===== src/rtl/dma_pkg.sv =====
// rtl/dma_pkg.sv - shared constants, state encoding and word-slice helper for the DMA memory responder
package dma_pkg;

    localparam int DATA_W         = 381;
    localparam int NWORDS         = 12;
    localparam int SR_W           = 32 * NWORDS;
    localparam int PAD_W          = SR_W - DATA_W;
    localparam int CNT_W          = $clog2(NWORDS + 1);
    localparam int TIMEOUT_CYCLES = 1024;

    localparam logic [CNT_W-1:0] LAST_WORD = CNT_W'(NWORDS - 1);

    typedef enum logic [1:0] {
        IDLE,
        RD,
        WR,
        DONE
    } state_t;

    // Word k sits MSB-first in the padded vector.
    function automatic int word_lsb(input int k);
        return SR_W - 32 * (k + 1);
    endfunction

endpackage


===== src/rtl/dma_mem_responder_if.sv =====
// rtl/dma_mem_responder_if.sv - DMA start/done handshake and req/ack word memory port bundle
interface dma_mem_responder_if;
    import dma_pkg::*;

    logic              dma_rx_start;
    logic [31:0]       dma_rx_address;
    logic [DATA_W-1:0] dma_rx_data;
    logic              dma_tx_start;
    logic [31:0]       dma_tx_address;
    logic [DATA_W-1:0] dma_tx_data;
    logic              dma_done;
    logic              dma_idle;
    logic              dma_error;
    logic              mem_req;
    logic              mem_we;
    logic [31:0]       mem_addr;
    logic [31:0]       mem_wdata;
    logic [31:0]       mem_rdata;
    logic              mem_ack;

    modport slave (
        input  dma_rx_start, dma_rx_address, dma_tx_start, dma_tx_address, dma_tx_data,
        input  mem_rdata, mem_ack,
        output dma_rx_data, dma_done, dma_idle, dma_error,
        output mem_req, mem_we, mem_addr, mem_wdata
    );

    modport master (
        output dma_rx_start, dma_rx_address, dma_tx_start, dma_tx_address, dma_tx_data,
        output mem_rdata, mem_ack,
        input  dma_rx_data, dma_done, dma_idle, dma_error,
        input  mem_req, mem_we, mem_addr, mem_wdata
    );

endinterface


===== src/rtl/dma_word_shifter.sv =====
// rtl/dma_word_shifter.sv - NWORDS x 32 shift register: parallel load for writes, word shift for both directions
module dma_word_shifter
    import dma_pkg::*;
(
    input  logic              clk,
    input  logic              reset,
    input  logic              load,
    input  logic              shift,
    input  logic [DATA_W-1:0] par_in,
    input  logic [31:0]       word_in,
    output logic [31:0]       word_out,
    output logic [DATA_W-1:0] payload_next
);

    logic [SR_W-1:0] sr;
    logic [SR_W-1:0] sr_shifted;

    // Reads shift in at the bottom; writes consume the top word and shift the same way.
    assign sr_shifted   = {sr[SR_W-33:0], word_in};
    assign word_out     = sr[word_lsb(0) +: 32];
    assign payload_next = sr_shifted[SR_W-1 -: DATA_W];

    always_ff @(posedge clk) begin
        if (reset) begin
            sr <= '0;
        end else if (load) begin
            sr <= {par_in, {PAD_W{1'b0}}};
        end else if (shift) begin
            sr <= sr_shifted;
        end
    end

endmodule


===== src/rtl/dma_mem_responder.sv =====
// rtl/dma_mem_responder.sv - DMA start/done responder issuing sequential 32-bit word accesses
// Optional memory-ack watchdog enabled by DMA_RESP_TIMEOUT_EN.
module dma_mem_responder
    import dma_pkg::*;
(
    input  logic               clk,
    input  logic               reset,
    dma_mem_responder_if.slave bus
);

    state_t            state, state_n;
    logic [CNT_W-1:0]  cnt, cnt_n;
    logic [31:0]       base, base_n;
    logic              error_q, error_n;
    logic [DATA_W-1:0] rx_q, rx_n;
    logic              load, shift, busy, wd_expire;
    logic              rx_mis, tx_mis;
    logic [31:0]       word_out;
    logic [DATA_W-1:0] payload_next;

    dma_word_shifter u_shifter (
        .clk          (clk),
        .reset        (reset),
        .load         (load),
        .shift        (shift),
        .par_in       (bus.dma_tx_data),
        .word_in      (bus.mem_rdata),
        .word_out     (word_out),
        .payload_next (payload_next)
    );

    assign busy   = (state == RD) || (state == WR);
    assign rx_mis = (bus.dma_rx_address[1:0] != 2'b00);
    assign tx_mis = (bus.dma_tx_address[1:0] != 2'b00);

`ifdef DMA_RESP_TIMEOUT_EN
    localparam int WD_W = $clog2(TIMEOUT_CYCLES + 1);

    logic [WD_W-1:0] wd;

    assign wd_expire = busy && !bus.mem_ack && (wd == WD_W'(TIMEOUT_CYCLES - 1));

    always_ff @(posedge clk) begin
        if (reset) begin
            wd <= '0;
        end else if (busy && !bus.mem_ack) begin
            wd <= wd + WD_W'(1);
        end else begin
            wd <= '0;
        end
    end
`else
    assign wd_expire = 1'b0;
`endif

    always_ff @(posedge clk) begin
        if (reset) begin
            state   <= IDLE;
            cnt     <= '0;
            base    <= '0;
            error_q <= 1'b0;
            rx_q    <= '0;
        end else begin
            state   <= state_n;
            cnt     <= cnt_n;
            base    <= base_n;
            error_q <= error_n;
            rx_q    <= rx_n;
        end
    end

    always_comb begin
        state_n = state;
        cnt_n   = cnt;
        base_n  = base;
        error_n = error_q;
        rx_n    = rx_q;
        load    = 1'b0;
        shift   = 1'b0;
        unique case (state)
            IDLE: begin
                // A simultaneous write request is dropped and flagged; the read proceeds.
                if (bus.dma_rx_start) begin
                    base_n  = bus.dma_rx_address;
                    cnt_n   = '0;
                    error_n = bus.dma_tx_start || rx_mis;
                    state_n = rx_mis ? DONE : RD;
                end else if (bus.dma_tx_start) begin
                    base_n  = bus.dma_tx_address;
                    cnt_n   = '0;
                    load    = 1'b1;
                    error_n = tx_mis;
                    state_n = tx_mis ? DONE : WR;
                end
            end
            RD, WR: begin
                if (bus.mem_ack) begin
                    shift = 1'b1;
                    cnt_n = cnt + CNT_W'(1);
                    if (cnt == LAST_WORD) begin
                        state_n = DONE;
                        if (state == RD) begin
                            rx_n = payload_next;
                        end
                    end
                end else if (wd_expire) begin
                    error_n = 1'b1;
                    state_n = DONE;
                end
            end
            DONE: begin
                state_n = IDLE;
                cnt_n   = '0;
            end
            default: state_n = IDLE;
        endcase
    end

    assign bus.dma_done    = (state == DONE);
    assign bus.dma_idle    = (state == IDLE);
    assign bus.dma_error   = error_q;
    assign bus.dma_rx_data = rx_q;
    assign bus.mem_req     = busy;
    assign bus.mem_we      = (state == WR);
    assign bus.mem_addr    = busy ? base + 32'({cnt, 2'b00}) : 32'h0;
    assign bus.mem_wdata   = (state == WR) ? word_out : 32'h0;

endmodule


===== src/flat_wrapper.sv =====
// flat-port wrapper written by rule: the top's interface ports become plain ports
module dma_mem_responder_flat import dma_pkg::*;
  (clk, reset, bus_dma_rx_start, bus_dma_rx_address, bus_dma_tx_start, bus_dma_tx_address, bus_dma_tx_data, bus_mem_rdata, bus_mem_ack, bus_dma_rx_data, bus_dma_done, bus_dma_idle, bus_dma_error, bus_mem_req, bus_mem_we, bus_mem_addr, bus_mem_wdata);
  dma_mem_responder_if bus_i ();
  input  logic clk;
  input  logic reset;
  input wire logic [$bits(bus_i.dma_rx_start)-1:0] bus_dma_rx_start;
  input wire logic [$bits(bus_i.dma_rx_address)-1:0] bus_dma_rx_address;
  input wire logic [$bits(bus_i.dma_tx_start)-1:0] bus_dma_tx_start;
  input wire logic [$bits(bus_i.dma_tx_address)-1:0] bus_dma_tx_address;
  input wire logic [$bits(bus_i.dma_tx_data)-1:0] bus_dma_tx_data;
  input wire logic [$bits(bus_i.mem_rdata)-1:0] bus_mem_rdata;
  input wire logic [$bits(bus_i.mem_ack)-1:0] bus_mem_ack;
  output wire logic [$bits(bus_i.dma_rx_data)-1:0] bus_dma_rx_data;
  output wire logic [$bits(bus_i.dma_done)-1:0] bus_dma_done;
  output wire logic [$bits(bus_i.dma_idle)-1:0] bus_dma_idle;
  output wire logic [$bits(bus_i.dma_error)-1:0] bus_dma_error;
  output wire logic [$bits(bus_i.mem_req)-1:0] bus_mem_req;
  output wire logic [$bits(bus_i.mem_we)-1:0] bus_mem_we;
  output wire logic [$bits(bus_i.mem_addr)-1:0] bus_mem_addr;
  output wire logic [$bits(bus_i.mem_wdata)-1:0] bus_mem_wdata;
  assign bus_i.dma_rx_start = bus_dma_rx_start;
  assign bus_i.dma_rx_address = bus_dma_rx_address;
  assign bus_i.dma_tx_start = bus_dma_tx_start;
  assign bus_i.dma_tx_address = bus_dma_tx_address;
  assign bus_i.dma_tx_data = bus_dma_tx_data;
  assign bus_i.mem_rdata = bus_mem_rdata;
  assign bus_i.mem_ack = bus_mem_ack;
  assign bus_dma_rx_data = bus_i.dma_rx_data;
  assign bus_dma_done = bus_i.dma_done;
  assign bus_dma_idle = bus_i.dma_idle;
  assign bus_dma_error = bus_i.dma_error;
  assign bus_mem_req = bus_i.mem_req;
  assign bus_mem_we = bus_i.mem_we;
  assign bus_mem_addr = bus_i.mem_addr;
  assign bus_mem_wdata = bus_i.mem_wdata;
  dma_mem_responder u_core (.clk(clk), .reset(reset), .bus(bus_i));
endmodule

===== config.mk =====
export PLATFORM = sky130hd
export DESIGN_NAME = dma_mem_responder_flat
export DESIGN_NICKNAME = d
export VERILOG_FILES = /design/src/rtl/dma_pkg.sv /design/src/rtl/dma_mem_responder_if.sv /design/src/rtl/dma_word_shifter.sv /design/src/rtl/dma_mem_responder.sv /design/src/flat_wrapper.sv
export SDC_FILE = /design/constraint.sdc
export NUM_CORES = 2
export LEC_CHECK = 0
export ABC_AREA = 1
export CORE_AREA = 2 2 361 363
export DETAILED_ROUTE_END_ITERATION = 6
export DIE_AREA = 0 0 363 365
export GPL_ROUTABILITY_DRIVEN = 1
export HOLD_SLACK_MARGIN = 0.15
export SLEW_MARGIN = 20
export SYNTH_ARGS = -nofsm -noshare
export SYNTH_HDL_FRONTEND = slang
export SYNTH_SLANG_ARGS = --single-unit

===== constraint.sdc =====
create_clock -name clk -period 5.6 [get_ports clk]
set_input_delay 1.12 -clock clk [delete_from_list [all_inputs] [get_ports clk]]
set_output_delay 1.12 -clock clk [all_outputs]
set_load 0.02 [all_outputs]

==> reports/qor.csv <==
metric,value,unit
io-pin-count,932,
cts_buffer_depth,3,
cts_root_buf,clkbuf_16,
endpoint_kind,output pin,
die_y,365,um
ys_seq_elements,804,
status,"finished, violations left",
cp_cell_sequence,ha_1 > fa_1 > nand3_1 > nand2_1 > nand2_1 > nor2_1 > o21ai_0 > a21oi_1 > clkdlybuf4s50_1,
ff2ff_path_depth,10,
seq_area_frac_synth,0.4920,
setup_viol,0,
crit_path_frequent_cell,nand2_1,
ant_nets,0,
max_freq,225.1,MHz
worstMarginPinSlew,1206,ps
vias_per_cell,4.800,
area_delta_synth_final,42.06,%
yosysWarnings,0,
drive_gt1_frac,0.03862,
yosysTopAreaCell,dfxtp_1,
synth_area,32720,um^2
cts_hold_buf,0,
dpl_worst_slack,1510,ps
routed_wl,156800,um
final.setup.tns,0,ps
p_per_area,393.8,nW/um^2
hold_depth,2,
rows,132,
synthesis.nets,5161,
worstSkewPairLatency,720,ps
maxSlewHeadroom,0.1961,
synth_top_area_share,0.4920,
cts_max_level,3,
drv_slew,0,
critPathSlowestCell,clkdlybuf4s50_1,
num_vias,34320,
worstSetupPathType,register to output pin,
first_pass_iters,7,
port_buffers,931,
rsz0062_at_grt,false,
clk_pin_slew,60,ps
cts_tree,built,
power.leakage,19.47,nW
die_x,363,um
synth_cell_types,27,
cts_inserted_buffers,95,
vdd_drop_max,0.2276,mV
fin_crit,4442,ps
layout_setup_ws,1158,ps
start_kind,register,
grt_pass1_vias,32700,
overflow,0,
synthTopCellsByArea,"dfxtp_1 49%, nand2_1 14%, o21ai_0 12%",
dieArea,132500,um^2
final_nets,5877,
cp.required,4480,ps
drt_iter0_drc,2812,
critPathMaxFanout,6,
gp_congestion,0.9386,
r2r_end,u_core.bus.dma_rx_data[117],
synth_cells,4668,
clock_skew,26.32,ps
dp_hpwl,111700,um
grt.total_usage,0.2263,
ff2ff_setup_slack,2180,ps
max_stage_delay,690,ps
hp-start,u_core.u_shifter.sr[306],
reg2reg_from,u_core.state[0],
cts_sinks,804,
whs_endpoint,u_core.u_shifter.sr[306],
cp.arrival,3320,ps
post_cts_buffers,0,
syn_avg_cell_area,7.009,um^2
fin_crit_sh,0.7933,
violations,design-rule violations,
hold_path_class,register to register,
core_area,128700,um^2
path_buf_inv,1,
grt_pass1_wl,224100,um
ctsResizeCount,0,
maxCapViolCount,0,
drc,1,
hold_viol,0,
critPathLaunch,u_core.cnt[0],
crit_family,buffers and inverters,
initial_core_util,0.2543,
wl_per_cell,21.93,um
grt_max_degree,178,
antenna_found_initial,22,
-- worst min-delay path: stages (launching register included) --
cell,delay [ps]
dfxtp_1,310
nand2_1,60
a21oi_1,50
-- cells in the final DEF, fill, tap and decap left out, drive strengths merged --
| cell | instances |
|---|---|
| nand2 | 1242 |
| clkdlybuf4s50 | 930 |
| o21ai | 866 |
| dfxtp | 804 |
| nor2 | 716 |
| a21oi | 459 |
| inv | 143 |
| clkbuf | 134 |
| buf | 49 |
| a31oi | 32 |
| nand3 | 29 |
| clkinv | 19 |
| diode | 11 |
| ha | 10 |
| bufinv | 9 |
| nor3 | 5 |
| clkinvlp | 5 |
| nand4 | 4 |
| xnor2 | 2 |
| nand3b | 1 |
| and2 | 1 |
| a211oi | 1 |
| xor2 | 1 |
| o31ai | 1 |
| fa | 1 |
-- kinds of logic (layout without fill, tap and decap cells) --
kind of cell	Yosys count	in the layout	synth area share
adder cells (fa/ha/maj)	11	11	0.004436
AND/OR/NAND/NOR	1998	1998	0.2315
buffers and inverters	493	1289	0.06203
XOR/XNOR	3	3	0.0008033
flip-flops	804	804	0.4920
other	0	11	0
AO/OA/AOI/OAI	1359	1359	0.2093
-- worst max path at each step --
| stage | end | cells past startpoint |
|---|---|---|
| finish | bus_mem_addr[12] | 9 |
| global placement | u_core.u_shifter.sr[89] | 8 |
| floorplan | bus_mem_addr[30] | 9 |
| detailed placement | u_core.u_shifter.sr[91] | 8 |
| global route | bus_mem_addr[24] | 11 |
| CTS | bus_mem_addr[24] | 11 |
-- per-stage QoR --
stage | power, W | cells | area (um^2) | hold slack [ps] | util
2_1_floorplan | 0.009736 | 4668 | 32720 | 439.0 | -
3_3_place_gp | 0.01181 | 6962 | 43200 | 448.5 | 0.3358
3_5_place_dp | 0.01185 | 6962 | 43200 | 452.6 | 0.3358
4_1_cts | 0.01842 | 7139 | 46450 | 462.2 | 0.3610
5_1_grt | 0.01916 | 7148 | 46470 | 474.5 | 0.3612
6_report | 0.01830 | 7150 | 46480 | 460.2 | 0.3613
-- cell type report --
cell class / count / area, um^2
flip-flops and latches: 804 / 16100
inverters: 133 / 521.8
repair buffers: 979 / 9859
well taps: 1675 / 2096
fillers: 13520 / 82180
diodes: 11 / 27.53
multi-input cells: 3371 / 14630
clock inverters: 43 / 579.3
clock buffers: 134 / 2674
-- state kept, by name, summed over array words and instances, names as in the netlist --
signal	count
u_core.base	32
u_core.bus.dma_error	1
u_core.bus.dma_rx_data	381
u_core.cnt	4
u_core.state	2
u_core.u_shifter.sr	384
-- cell usage after synthesis (all sizes together) --
master / number
a31oi: 32
nand2: 1242
nand4: 4
a21oi: 459
nand3: 29
nor2: 716
xor2: 1
fa: 1
a211oi: 1
dfxtp: 804
o31ai: 1
and2: 1
ha: 10
buf: 143
xnor2: 2
o21ai: 866
nand3b: 1
nor3: 5
inv: 133
clkbuf: 217
-- routing by layer --
layer  up-vias  global-route usage  share of wire
met5         -                   0        0.00051
met4        12              0.1002          0.041
met3       241             0.05454          0.074
met2      1235              0.3718           0.46
met1     16250              0.2810           0.42
li1      16590                   -              -
-- report_power, final --
group / internal, W / switching, W
logic: 0.00146 / 0.00278
registers: 0.00655 / 0.000966
clock network: 0.00379 / 0.00276
(Power assumes the default switching activity.)
